===== config.mk =====
export PLATFORM = sky130hd
export DESIGN_NAME = seq_magnitude_comparator_flat
export DESIGN_NICKNAME = d
export VERILOG_FILES = /design/src/rtl/seq_magnitude_comparator_if.sv /design/src/rtl/seq_magnitude_comparator.sv /design/src/flat_wrapper.sv
export SDC_FILE = /design/constraint.sdc
export NUM_CORES = 1
export LEC_CHECK = 0
export CORE_ASPECT_RATIO = 0.5
export CORE_MARGIN = 5
export CORE_UTILIZATION = 52
export DETAILED_ROUTE_END_ITERATION = 8
export GPL_TIMING_DRIVEN = 0
export PLACE_DENSITY = 0.8
export SYNTH_ARGS = -nofsm -noshare
export SYNTH_HDL_FRONTEND = slang
export SYNTH_SLANG_ARGS = --single-unit
export TNS_END_PERCENT = 10

===== constraint.sdc =====
create_clock -name clk -period 2.28 [get_ports clk]
set_clock_uncertainty 0.15 [all_clocks]
set_input_delay 0.342 -clock clk [delete_from_list [all_inputs] [get_ports clk]]
set_output_delay 0.342 -clock clk [all_outputs]
set_load 0.005 [all_outputs]

===== src/rtl/seq_magnitude_comparator_if.sv =====
// rtl/seq_magnitude_comparator_if.sv - start/done handshake and result bus for the sequential comparator
interface seq_magnitude_comparator_if #(
   parameter int WIDTH = 16
);
   logic             start;
   logic [WIDTH-1:0] a;
   logic [WIDTH-1:0] b;
   logic             signed_mode;
   logic             busy;
   logic             done;
   logic             gt;
   logic             eq;
   logic             lt;
   logic [7:0]       cycles;

   modport master (
      output start, a, b, signed_mode,
      input  busy, done, gt, eq, lt, cycles
   );

   modport slave (
      input  start, a, b, signed_mode,
      output busy, done, gt, eq, lt, cycles
   );
endinterface


===== src/rtl/seq_magnitude_comparator.sv =====
// rtl/seq_magnitude_comparator.sv - MSB-first slice-serial magnitude comparator with early exit
module seq_magnitude_comparator #(
   parameter int WIDTH = 16,
   parameter int SLICE = 2
) (
   input logic                     clk,
   input logic                     rst_n,
   seq_magnitude_comparator_if.slave bus
);
   localparam int               NSLICE   = WIDTH / SLICE;
   localparam logic [7:0]       LAST_IDX = 8'(NSLICE - 1);
   localparam logic [WIDTH-1:0] SIGN_BIT = {1'b1, {(WIDTH-1){1'b0}}};

   typedef enum logic [1:0] {IDLE, CMP, DONE} state_t;

   state_t           state;
   logic [WIDTH-1:0] a_sh;
   logic [WIDTH-1:0] b_sh;
   logic [7:0]       count;
   logic             busy_q;
   logic             done_q;
   logic             gt_q;
   logic             eq_q;
   logic             lt_q;
   logic [7:0]       cycles_q;
   logic [SLICE-1:0] sa;
   logic [SLICE-1:0] sb;
   logic [WIDTH-1:0] sign_flip;

   assign sa = a_sh[WIDTH-1 -: SLICE];
   assign sb = b_sh[WIDTH-1 -: SLICE];
   // Flipping the sign bit maps two's-complement order onto unsigned order.
   assign sign_flip = bus.signed_mode ? SIGN_BIT : '0;

   always_ff @(posedge clk or negedge rst_n) begin
      if (!rst_n) begin
         state    <= IDLE;
         a_sh     <= '0;
         b_sh     <= '0;
         count    <= '0;
         busy_q   <= 1'b0;
         done_q   <= 1'b0;
         gt_q     <= 1'b0;
         eq_q     <= 1'b0;
         lt_q     <= 1'b0;
         cycles_q <= '0;
      end else begin
         case (state)
            IDLE, DONE: begin
               done_q <= 1'b0;
               if (bus.start) begin
                  a_sh   <= bus.a ^ sign_flip;
                  b_sh   <= bus.b ^ sign_flip;
                  count  <= '0;
                  busy_q <= 1'b1;
                  state  <= CMP;
               end else begin
                  state <= IDLE;
               end
            end
            CMP: begin
               if ((sa != sb) || (count == LAST_IDX)) begin
                  gt_q     <= (sa > sb);
                  eq_q     <= (sa == sb);
                  lt_q     <= (sa < sb);
                  cycles_q <= count + 8'd1;
                  busy_q   <= 1'b0;
                  done_q   <= 1'b1;
                  state    <= DONE;
               end else begin
                  a_sh  <= a_sh << SLICE;
                  b_sh  <= b_sh << SLICE;
                  count <= count + 8'd1;
               end
            end
            default: state <= IDLE;
         endcase
      end
   end

   assign bus.busy   = busy_q;
   assign bus.done   = done_q;
   assign bus.gt     = gt_q;
   assign bus.eq     = eq_q;
   assign bus.lt     = lt_q;
   assign bus.cycles = cycles_q;
endmodule

===== src/flat_wrapper.sv =====
// flat-port wrapper written by rule: the top's interface ports become plain ports
module seq_magnitude_comparator_flat 
#(
   parameter int WIDTH = 16,
   parameter int SLICE = 2
)
  (clk, rst_n, bus_start, bus_a, bus_b, bus_signed_mode, bus_busy, bus_done, bus_gt, bus_eq, bus_lt, bus_cycles);
  seq_magnitude_comparator_if #(.WIDTH(WIDTH)) bus_i ();
  input logic clk;
  input logic rst_n;
  input wire logic [$bits(bus_i.start)-1:0] bus_start;
  input wire logic [$bits(bus_i.a)-1:0] bus_a;
  input wire logic [$bits(bus_i.b)-1:0] bus_b;
  input wire logic [$bits(bus_i.signed_mode)-1:0] bus_signed_mode;
  output wire logic [$bits(bus_i.busy)-1:0] bus_busy;
  output wire logic [$bits(bus_i.done)-1:0] bus_done;
  output wire logic [$bits(bus_i.gt)-1:0] bus_gt;
  output wire logic [$bits(bus_i.eq)-1:0] bus_eq;
  output wire logic [$bits(bus_i.lt)-1:0] bus_lt;
  output wire logic [$bits(bus_i.cycles)-1:0] bus_cycles;
  assign bus_i.start = bus_start;
  assign bus_i.a = bus_a;
  assign bus_i.b = bus_b;
  assign bus_i.signed_mode = bus_signed_mode;
  assign bus_busy = bus_i.busy;
  assign bus_done = bus_i.done;
  assign bus_gt = bus_i.gt;
  assign bus_eq = bus_i.eq;
  assign bus_lt = bus_i.lt;
  assign bus_cycles = bus_i.cycles;
  seq_magnitude_comparator #(.WIDTH(WIDTH), .SLICE(SLICE)) u_core (.clk(clk), .rst_n(rst_n), .bus(bus_i));
endmodule

# Word-level counts from Yosys, hierarchy flattened
# Index checks and enable logic that the tools add are counted.
word_totals:
  word_cells: 49
  out_inout_bits: 13
  register_bits: 55
op_classes:
  bitwise: 2
  n_addsub: 1
  n_eq_ne: 8
  n_reduce_logical: 8
  n_mux: 18
  magnitude_cmp: 2
ops:
  columns: ["op", "n"]
  rows:
  - ["16-bit 2-to-1 mux", 5]
  - ["16-bit one-hot mux with 2 select lines", 2]
  - ["16-bit XOR", 2]
  - ["8-bit 2-to-1 mux", 2]
  - ["8-bit one-hot mux with 2 select lines", 1]
  - ["8-bit by 1-bit adder with 8-bit output (second input constant)", 1]
  - ["8-bit by 3-bit equality test with 1-bit output (second input constant)", 1]
  - ["3-bit AND reduction", 2]
  - ["1-bit 2-to-1 mux", 4]
  - ["2-bit != test (second input constant)", 2]
  - ["1-bit one-hot mux with 2 select lines", 2]
  - ["2-bit one-hot mux with 2 select lines", 1]
  - ["2-bit AND reduction", 2]
  - ["2-bit by 1-bit equality test with 1-bit output (second input constant)", 1]
  - ["2-bit equality test", 1]
  - ["2-bit equality test (second input constant)", 1]
  - ["2-bit greater-than comparator", 1]
  - ["2-bit zero test", 1]
  - ["2-bit less-than comparator", 1]
  - ["2-bit 2-to-1 mux", 1]
  - ["2-bit by 1-bit != test with 1-bit output (second input constant)", 1]
  - ["2-bit != test", 1]
  - ["2-bit nonzero test", 1]
  - ["2-bit OR reduction", 1]
  - ["1-bit logical OR", 1]

# Longest topological paths before layout
# Gate-level depths: netlist (run 1).
depth:
  word_depth: 4
  depth_mapped: 9
  depth_no_buf: 7

# Least setup slack after synthesis (run 1)
# No wires, ideal clock.
synth_timing:
  path_type: "flip-flop to flip-flop"
  from: "register u_core.count[0]"
  to: "register u_core.a_sh[15]"
  t_arrival_ns: 1.741
  setup_slack_ns: 0.264
  t_required_ns: 2.005
  stages_incl_launch_ff: 7
  period_less_slack_ns: 2.016
  cell_sequence: "dfrtp_1 > ha_1 > and4bb_1 > a211oi_4 > nor2_4 > inv_2 > mux2_2"
synth_via:
  elab_chain_cells: 4
synth_rtl:
  columns: ["element", "line_no", "source"]
  rows:
  - ["start: declaration", "seq_magnitude_comparator.sv:19", "logic [7:0] count;"]
  - ["start signal: assignment", "seq_magnitude_comparator.sv:73", "count <= count + 8'd1;"]
  - ["8-bit by 3-bit equality test with 1-bit output", "seq_magnitude_comparator.sv:62", "if ((sa != sb) || (count == LAST_IDX)) begin"]
  - ["1-bit logical OR", "seq_magnitude_comparator.sv:62", null]
  - ["2-bit != test (no line)", null, null]
  - ["3-bit AND reduction (no line)", null, null]
  - ["end signal: assignment", "seq_magnitude_comparator.sv:52", "a_sh <= bus.a ^ sign_flip;"]
  - ["end signal: assignment", "seq_magnitude_comparator.sv:71", "a_sh <= a_sh << SLICE;"]
  - ["end: declaration", "seq_magnitude_comparator.sv:17", "logic [WIDTH-1:0] a_sh;"]
# Every way passes these cells.
# A chain may end at the register's enable or synchronous reset.

# Final worst setup path (run 1)
layout_timing:
  from: "register u_core.count[0]"
  to: "register u_core.b_sh[9]"
layout_via:
  elab_chain_cells: 4
layout_rtl:
  columns: ["element", "line_no", "source"]
  rows:
  - ["8-bit by 3-bit equality test with 1-bit output", "seq_magnitude_comparator.sv:62", null]
  - ["1-bit logical OR", "seq_magnitude_comparator.sv:62", null]
  - ["2-bit != test (no line)", null, null]
  - ["3-bit AND reduction (no line)", null, null]
  - ["end signal: assignment", "seq_magnitude_comparator.sv:53", "b_sh <= bus.b ^ sign_flip;"]
  - ["end signal: assignment", "seq_magnitude_comparator.sv:72", "b_sh <= b_sh << SLICE;"]
  - ["end: declaration", "seq_magnitude_comparator.sv:18", "logic [WIDTH-1:0] b_sh;"]
# Every way passes these cells.

==> metrics list, run 1 <==
- Of the cells placed in the final design, the portion with a size suffix greater than 1 is 0.111.
* Maximum vdd ir drop: approximately 510 uV
* Clock root buffer: sky130_fd_sc_hd__clkbuf_8
- Signed area change from the synthesized netlist to the final layout: 26.7%
* Synth cell count leaders: sky130_fd_sc_hd__nand2_1 (67), sky130_fd_sc_hd__dfrtp_1 (55), sky130_fd_sc_hd__nor3_1 (28)
- The count of final max-slew check failures is 0.
- Switching portion of total power: 0.388
* Internal power: around 2.4 mW
* DRC: 0
- Clock Path Buffers: 2
- Unrepaired setup endpoints after global routing: no
- Top post-synthesis cells by area: sky130_fd_sc_hd__dfrtp_1 (53%), sky130_fd_sc_hd__nand2_1 (9.7%), sky130_fd_sc_hd__a31oi_1 (6.3%), sky130_fd_sc_hd__nor3_1 (5.4%), sky130_fd_sc_hd__mux2_2 (4.8%)
* Routed wire length: between 5 and 6 mm
* Min cycle time layout: ~2200 ps
- Number of synthesized flops with an enable pin: 0
- Critical Path Source Type: register
- Async S/R FF share, synth: 1.00
- Total number of vias: approximately 2.1k
- Critical path endpoint category: register
- The final hold violation count is 0.
- Summed over all nets, the switching power comes to 1.52 mW.
- Core Area: slightly below 5000 um^2
- The mapped netlist covers ~2600 um^2.
- Routability-driven placement finished with a final weighted congestion of between 0.8 and 0.9.
* Category of the critical setup timing path: reg2reg
* Yosys top cell area share: 0.531
- Including well taps, the total number of placed cells is between 300 and 400.
- Antenna diodes: 0
* Nets@finish: 363
- In the final timing run, aggregate negative setup slack is 0 ps.
- Summed over all cells, the static leakage comes to between 1 and 1.5 nW.
- Iteration-0 DRC count of the detailed router: 53
- Series of cell instances along the critical path: ha_2 -> and4bb_2 -> a211oi_4 -> buf_4 -> nor2_4 -> inv_2 -> buf_6 -> buf_6 -> a31oi_1
- Estimated wirelength of the detail-placed design: approximately 4.2 mm
* Antenna violations before repair: 0
- Max capacitance violation total: 0
* Power density relative to cell area: around 1200 nW/um^2
* Buffering stage count on the worst path with inverters included: 4
- Global routing usage summed across all routing layers: 0.196
* Post-DR vias/cell: roughly 5.4
* Worst Path Arrival: ~2200 ps
- Cell type with the highest aggregate area in the netlist: sky130_fd_sc_hd__dfrtp_1
- In this run, synthesis produced a sequential element count of between 50 and 60.
- Full die area: about 6600 um^2
- Sinks on Clock Net: 55
- Synth Warn #: 0
* Clock input transition at the sequential cells of the worst setup and hold paths: ~90 ps
- The average instance in the mapped netlist occupies a little under 10 um^2.
* Required time at the endpoint of the critical path: around 2400 ps
- In this design, the largest share of critical-path delay is due to buffers and inverters.
* Final count of negative-setup-slack endpoints: 0
- Combinational Power Share: 0.468
- Most used cell, CP: sky130_fd_sc_hd__buf_6
- Worst setup slack before clock tree synthesis: -14.1 ps
* Largest stage delay on the critical path: 410 ps
- Portion of the post-synthesis area used by sequential elements: 0.531
- Number of buffers inserted during clock tree synthesis: 5
- Post-route antenna net violation count: 0
- The floorplan step set the die height to 59.9 um.
- Achievable clock frequency: about 0.46 GHz
- Synthesized netlist cell count: roughly 270
- The slowest stage of the critical path is the sky130_fd_sc_hd__dfrtp_1 cell.
* Initial cell density of the core: 0.533
- Most used standard cell by instance count after synthesis: sky130_fd_sc_hd__nand2_1
* Critical Path Fanout Max: 10
- Row generation in the floorplan step produced 18 rows.
* Slack of the critical path: approximately 120 ps
- In this run the number of cells on the critical path is 9.
- Entering global routing, the biggest net connects 42 pins.
- In this run the number of H-tree levels came out at 2.
* Clock Power Share: 0.128
- Result of the run: finished clean
- Number of port buffers: between 40 and 50
* Net count after synthesis: 304
- Number of top-level pins: 49
- The number of different library cells used by synthesis comes to 31.
- Class of the worst hold path: in2async
- The first global-routing pass estimated 10.0 mm of wire.
- Power share of the sequential group: 0.404
* Number of detailed-routing iterations run before antenna repair: 5
- CTS tree: yes
- For this run, the share of the core covered by cells in the final layout is 0.675.
* Path depth of the worst reg2reg path: 9
- Wire length per cell: around 15 um
* Power after layout: approximately 3.9 mW
- The die is 110 um wide.
- The number of global-route vias before repair is roughly 2.2k.
* Total gr overflow: 0
- Measured against its own limit, the worst slew margin works out to 0.696.
- The most used flip-flop cell after synthesis is sky130_fd_sc_hd__dfrtp_1.
* Insertion delay of the later-clocked pin in the worst-skew pair: ~300 ps
* Fin cells: between 300 and 400
* Post-route clock period utilization: 0.947
* Transition time at the pin with the least slew margin: roughly 460 ps
power groups by stage:
stage          clock, mW  combinational (mW)  sequential, mW
3_3_place_gp           0                1.76            1.58
6_report           0.503                1.84            1.58
2_1_floorplan          0                1.29            1.54
3_5_place_dp           0                1.81            1.60
4_1_cts            0.516                1.84            1.58
5_1_grt            0.564                2.07            1.62
worst register-to-register path, stage by stage, from the launching register on:
cell and delay (ps):
sky130_fd_sc_hd__dfrtp_1 410, sky130_fd_sc_hd__ha_2 260, sky130_fd_sc_hd__and4bb_2 300, sky130_fd_sc_hd__a211oi_4 70, sky130_fd_sc_hd__buf_4 180, sky130_fd_sc_hd__nor2_4 210, sky130_fd_sc_hd__inv_2 80, sky130_fd_sc_hd__buf_6 150
sky130_fd_sc_hd__buf_6 140, sky130_fd_sc_hd__a31oi_1 140
per-layer routing:
layer,part of all wire,track usage,vias to the layer above
li1,-,-,1035
met2,0.49,0.320,35
met3,0.042,0.0410,6
met5,0,0,-
met4,0.0062,0.0426,0
met1,0.46,0.273,1047
state kept, by name, indices dropped and copies added (netlist names):
| register | count |
|---|---|
| u_core.bus.cycles | 8 |
| u_core.bus.eq | 1 |
| u_core.bus.busy | 1 |
| u_core.count | 8 |
| u_core.bus.lt | 1 |
| u_core.a_sh | 16 |
| u_core.b_sh | 16 |
| u_core.bus.gt | 1 |
| u_core.bus.done | 1 |
| u_core.state | 2 |
logic make-up after synthesis:
group | synth area share
simple gates | 0.193
flops | 0.531
compound gates | 0.124
buf+inv | 0.0521
mux | 0.0594
xor+xnor | 0.0270
fa+ha+maj | 0.0145
cell usage in the layout (no fill, tap or decap), types with 4 or more instances in the layout:
cell	instances
sky130_fd_sc_hd__xnor2_1	6
sky130_fd_sc_hd__mux2_2	11
sky130_fd_sc_hd__o21ai_0	9
sky130_fd_sc_hd__nor3_1	27
sky130_fd_sc_hd__a22o_1	4
sky130_fd_sc_hd__clkdlybuf4s50_1	47
sky130_fd_sc_hd__clkbuf_1	12
sky130_fd_sc_hd__nor2_1	5
sky130_fd_sc_hd__buf_2	4
sky130_fd_sc_hd__clkbuf_8	5
sky130_fd_sc_hd__dfrtp_1	55
sky130_fd_sc_hd__nand2_1	67
sky130_fd_sc_hd__buf_6	5
sky130_fd_sc_hd__a31oi_1	26
what timing repair did:
item,in CTS,in global routing
buffers inserted,2,0
endpoints found under the setup margin,19,26
hold buffers,1,0
cloned,0,0
pin swaps,1,0
resized for setup,0,4
endpoints found under the hold margin,14,0
final timing paths:
kind | start | end | slack [ps]
max | u_core.count[0] | u_core.b_sh[9] | 120
min | rst_n | u_core.bus.cycles[5] | 320
max reg2reg | u_core.count[0] | u_core.b_sh[9] | 120
min reg2reg | u_core.bus.done | u_core.bus.done | 340
max in group asynchronous | rst_n | u_core.b_sh[1] | 1130
min in group clk | u_core.bus.done | u_core.bus.done | 340
cell type report:
class / count / area [um^2]
fill: 387 / 1580
tap: 70 / 87.6
multi-input combinational: 186 / 1090
buffer: 20 / 120
clock buffer: 6 / 72.6
inverter: 4 / 15.0
sequential: 55 / 1380
timing repair buffer: 52 / 520
through the flow:
step           hold slack, ps  cell area, um^2
2_1_floorplan            -104             2590
3_3_place_gp              314             3160
3_5_place_dp              125             3180
4_1_cts                   320             3270
5_1_grt                   352             3280
6_report                  316             3280
Note: power is estimated with default switching activity, not from simulation.
==> run 2: changes to the inputs <==
CORE_UTILIZATION = 50   (was 52)
MAX_ROUTING_LAYER = met4   (was default)
PLACE_DENSITY = 0.77   (was 0.8)
==> run 2 against run 1 <==
  * First-iteration DRC count up 140%
  * Clock-buffer cell count up 2
  * Register-to-register slack about the same
  * Sequential power about the same
  * Die area up 3.5%
  * Global-route usage down 0.64 points
==> metrics list, run 2 (same netlist as run 1, synthesis figures left out) <==
- The number of max-cap violations is 0 (unchanged).
- Combinational Power Share: 0.461 (-0.007)
* FP Rows: 18 (unchanged)
- The pin count of the biggest net entering global routing is 39 (-7.1%).
- The maximum ir drop on the vdd rail was 504 uV (-1.6%).
- The floorplan die area is 6810 um^2 (+3.5%).
- The chip width was 112 um (+1.8%).
- The final worst slack is 132 ps (+10.2 ps).
* Power share of the sequential group: 0.392 (-0.012)
- Hold Crit Depth: 1
- The total CTS buffers was 5 (unchanged).
- Post-DR vias/cell: 5.40 (about the same)
- The worst setup path is launched from a register.
- The top fanout value on the critical path is 10 (unchanged).
- The worst stage delay on the critical path was 410 ps (about the same).
* Worst slew margin relative to its limit: 0.686 (-0.0102)
- Final hold violation count: 0 (unchanged)
- The fraction of power spent switching nets was 0.387 (-0.00135).
- The setup violation total in the final timing report is 0 (unchanged).
- Routability cong.: 0.808 (about the same)
- Number of top-level pins: 49 (unchanged)
* Sw power: 1.57 mW (+2.7%)
- The number of iterations in the first detailed-routing pass came to 4 (-1).
- DIE HEIGHT: 60.9 um (+1.6%)
- Sinks on Clock Net: 55 (unchanged)
* Result of the run: finished clean
- The average wire per standard cell was 15.1 um (+2.5%).
- The starting density of the core was 0.521 (-0.0121).
* Core Area: 4980 um^2 (+2.3%)
- The final HPWL from detailed placement was 4.27 mm (+1.3%).
- DRC: 0 (unchanged)
- Internal power: 2.48 mW (+3.3%)
- Total gr overflow: 0 (unchanged)
* Wire length of the first global-routing pass: 9.88 mm (-1.4%)
* R2r endpoint: u_core.a_sh[14]
- Origin of the critical flop-to-flop path: u_core.count[0]
- The violation count after the first detailed-route iteration was 126 (+140%).
- Commonest non-fill, non-tap cells in the layout: sky130_fd_sc_hd__nand2_1 (67), sky130_fd_sc_hd__dfrtp_1 (55), sky130_fd_sc_hd__clkdlybuf4s50_1 (47), sky130_fd_sc_hd__nor3_1 (28), sky130_fd_sc_hd__a31oi_1 (26)
- Startpoint of the most critical hold path: u_core.bus.done
- Min cycle time layout: 2150 ps (-10.2 ps)
* Path depth of the worst reg2reg path: 9 (unchanged)
- The number of antenna violations at the first check in global routing came to 0 (unchanged).
- The number of buffers and inverters on the critical path came to 4 (unchanged).
- Category of the critical setup timing path: reg2reg
- The clock-pin transition on the worst setup and hold timing paths was 100 ps (about the same).
- Post-route cell area: 3310 um^2 (+0.80%)
- Clock Power Share: 0.147 (+0.019)
- The total chip power came to 4.05 mW (+3.1%).
* Flop-to-flop setup slack: 130 ps (about the same)
- Worst Path Arrival: 2230 ps (about the same)
* Most common cell after layout, fill and taps aside: sky130_fd_sc_hd__nand2_1
- Most used cell, CP: sky130_fd_sc_hd__buf_6
- P_leak: 1.45 nW (+1.5%)
- The latest clock arrival within the worst-skew pair came to 310 ps (about the same).
* Power density relative to cell area: 1220 nW/um^2 (+2.3%)
- Number of port buffers: 48 (unchanged)
- The total cell area at the placement stage came to 3180 um^2 (unchanged).
* Crit path max-delay cell type: sky130_fd_sc_hd__dfrtp_1
* Signed area change from the synthesized netlist to the final layout: 27.7%
- The post-detailed-route count of antenna-violating nets came to 0 (unchanged).
- Total number of vias: 2139 (+0.75%)
- The fmax was 0.465 GHz (+0.48%).
- Clock root buffer: sky130_fd_sc_hd__clkbuf_8
* Fin cells: 396 (+0.76%)
- STA classifies the critical path endpoint as a register.
* Vias in the first global route: 2088 (-3.8%)
- Routed wire length: 5.98 mm (+3.3%)
- Clock Path Buffers: 2 (unchanged)
- The number of antenna diodes came to 0 (unchanged).
- Class of the worst hold path: reg2reg
- Among cell families on the critical path, the largest total delay comes from buffers and inverters.
- Transition time at the pin with the least slew margin: 471 ps (+15.3 ps)
- Global routing usage summed across all routing layers: 0.190 (-0.00641)
- The final-layout fill cell count was 385 (-0.52%).
* Series of cell instances along the critical path: ha_2 -> and4bb_1 -> a211oi_4 -> buf_4 -> nor2_4 -> inv_2 -> buf_6 -> buf_6 -> a31oi_1
- Required time at the endpoint of the critical path: 2360 ps (about the same)
- The post-place setup slack is -28.5 ps (-14.4 ps).
- The count of final max-slew check failures came to 0 (unchanged).
- The final worst-path cycle share is 0.942 (-0.00448).
- Share of final-layout standard cells stronger than drive strength 1: 0.110 (-0.00103)
* Largest registers ranked by flip-flop count: u_core.a_sh: 16 flops, u_core.b_sh: 16 flops
- The worst hold path terminates at u_core.bus.done.
* Number of H-tree levels: 2 (unchanged)
- The cell total after placement is 384 (unchanged).
- Nets@finish: 364 (+0.28%)
* CTS tree: yes
run 2: cell count changes in the layout (fill, tap and decap cells not counted):
cell and change:
sky130_fd_sc_hd__nor3_2 -1, sky130_fd_sc_hd__a21oi_2 -1, sky130_fd_sc_hd__buf_4 +1, sky130_fd_sc_hd__clkbuf_8 +2, sky130_fd_sc_hd__a21oi_1 +1, sky130_fd_sc_hd__and4bb_1 +1, sky130_fd_sc_hd__nor3_1 +1, sky130_fd_sc_hd__and4bb_2 -1
run 2: worst max-delay path by stage:
| stage | cells after the start | slack, ps | startpoint | end |
|---|---|---|---|---|
| 2_1_floorplan | 6 | 260 | u_core.count[0] | u_core.a_sh[15] |
| 3_3_place_gp | 1 | -930 | rst_n | u_core.b_sh[4] |
| 4_1_cts | 6 | 80 | u_core.count[0] | u_core.bus.cycles[4] |
| 5_1_grt | 9 | -0.2 | u_core.count[0] | u_core.a_sh[11] |
| 6_report | 9 | 130 | u_core.count[0] | u_core.a_sh[14] |
| 3_5_place_dp | 8 | -30 | u_core.count[0] | u_core.b_sh[12] |
run 2: layer usage:
metal | share of wire | wire length, um | global-route usage | vias up
met5 | 0 | 0 | - | -
met2 | 0.47 | 2830 | 0.295 | 44
met1 | 0.48 | 2870 | 0.255 | 1056
li1 | - | - | - | 1032
met3 | 0.036 | 213 | 0.0388 | 7
met4 | 0.012 | 71 | 0.0572 | 0
run 2: final cells by class:
type | count | area [um^2] | share of cell area
sequential | 55 | 1380 | 0.416
multi-input combinational | 186 | 1080 | 0.327
timing repair buffer | 53 | 528 | 0.159
buffer | 20 | 120 | 0.0363
clock buffer | 8 | 100 | 0.0302
tap | 70 | 87.6 | 0.0265
inverter | 4 | 15.0 | 0.00454
run 2: per-stage QoR:
stage                     utilization  hold WS (ps)  TNS [ps]
after floorplan                     -          -104         0
after global placement          0.635           315    -50970
after detailed placement        0.638           152      -314
after CTS                       0.665           340         0
after global routing            0.665           353    -0.186
final                           0.665           339         0
run 2: power by group through the flow:
stage | registers (mW) | clock network (mW) | logic, mW
finish | 1.59 | 0.595 | 1.86
global route | 1.62 | 0.639 | 2.07
CTS | 1.58 | 0.597 | 1.86
detailed placement | 1.60 | 0 | 1.82
global placement | 1.58 | 0 | 1.77
floorplan | 1.54 | 0 | 1.29
run 2: timing repair:
| item | in CTS | in global routing |
|---|---|---|
| pin swaps | 1 | 0 |
| hold buffers | 1 | 0 |
| gates resized for setup | 0 | 1 |
| setup endpoints to repair | 19 | 23 |
| hold endpoints to repair | 17 | 0 |
| buffers inserted | 3 | 0 |
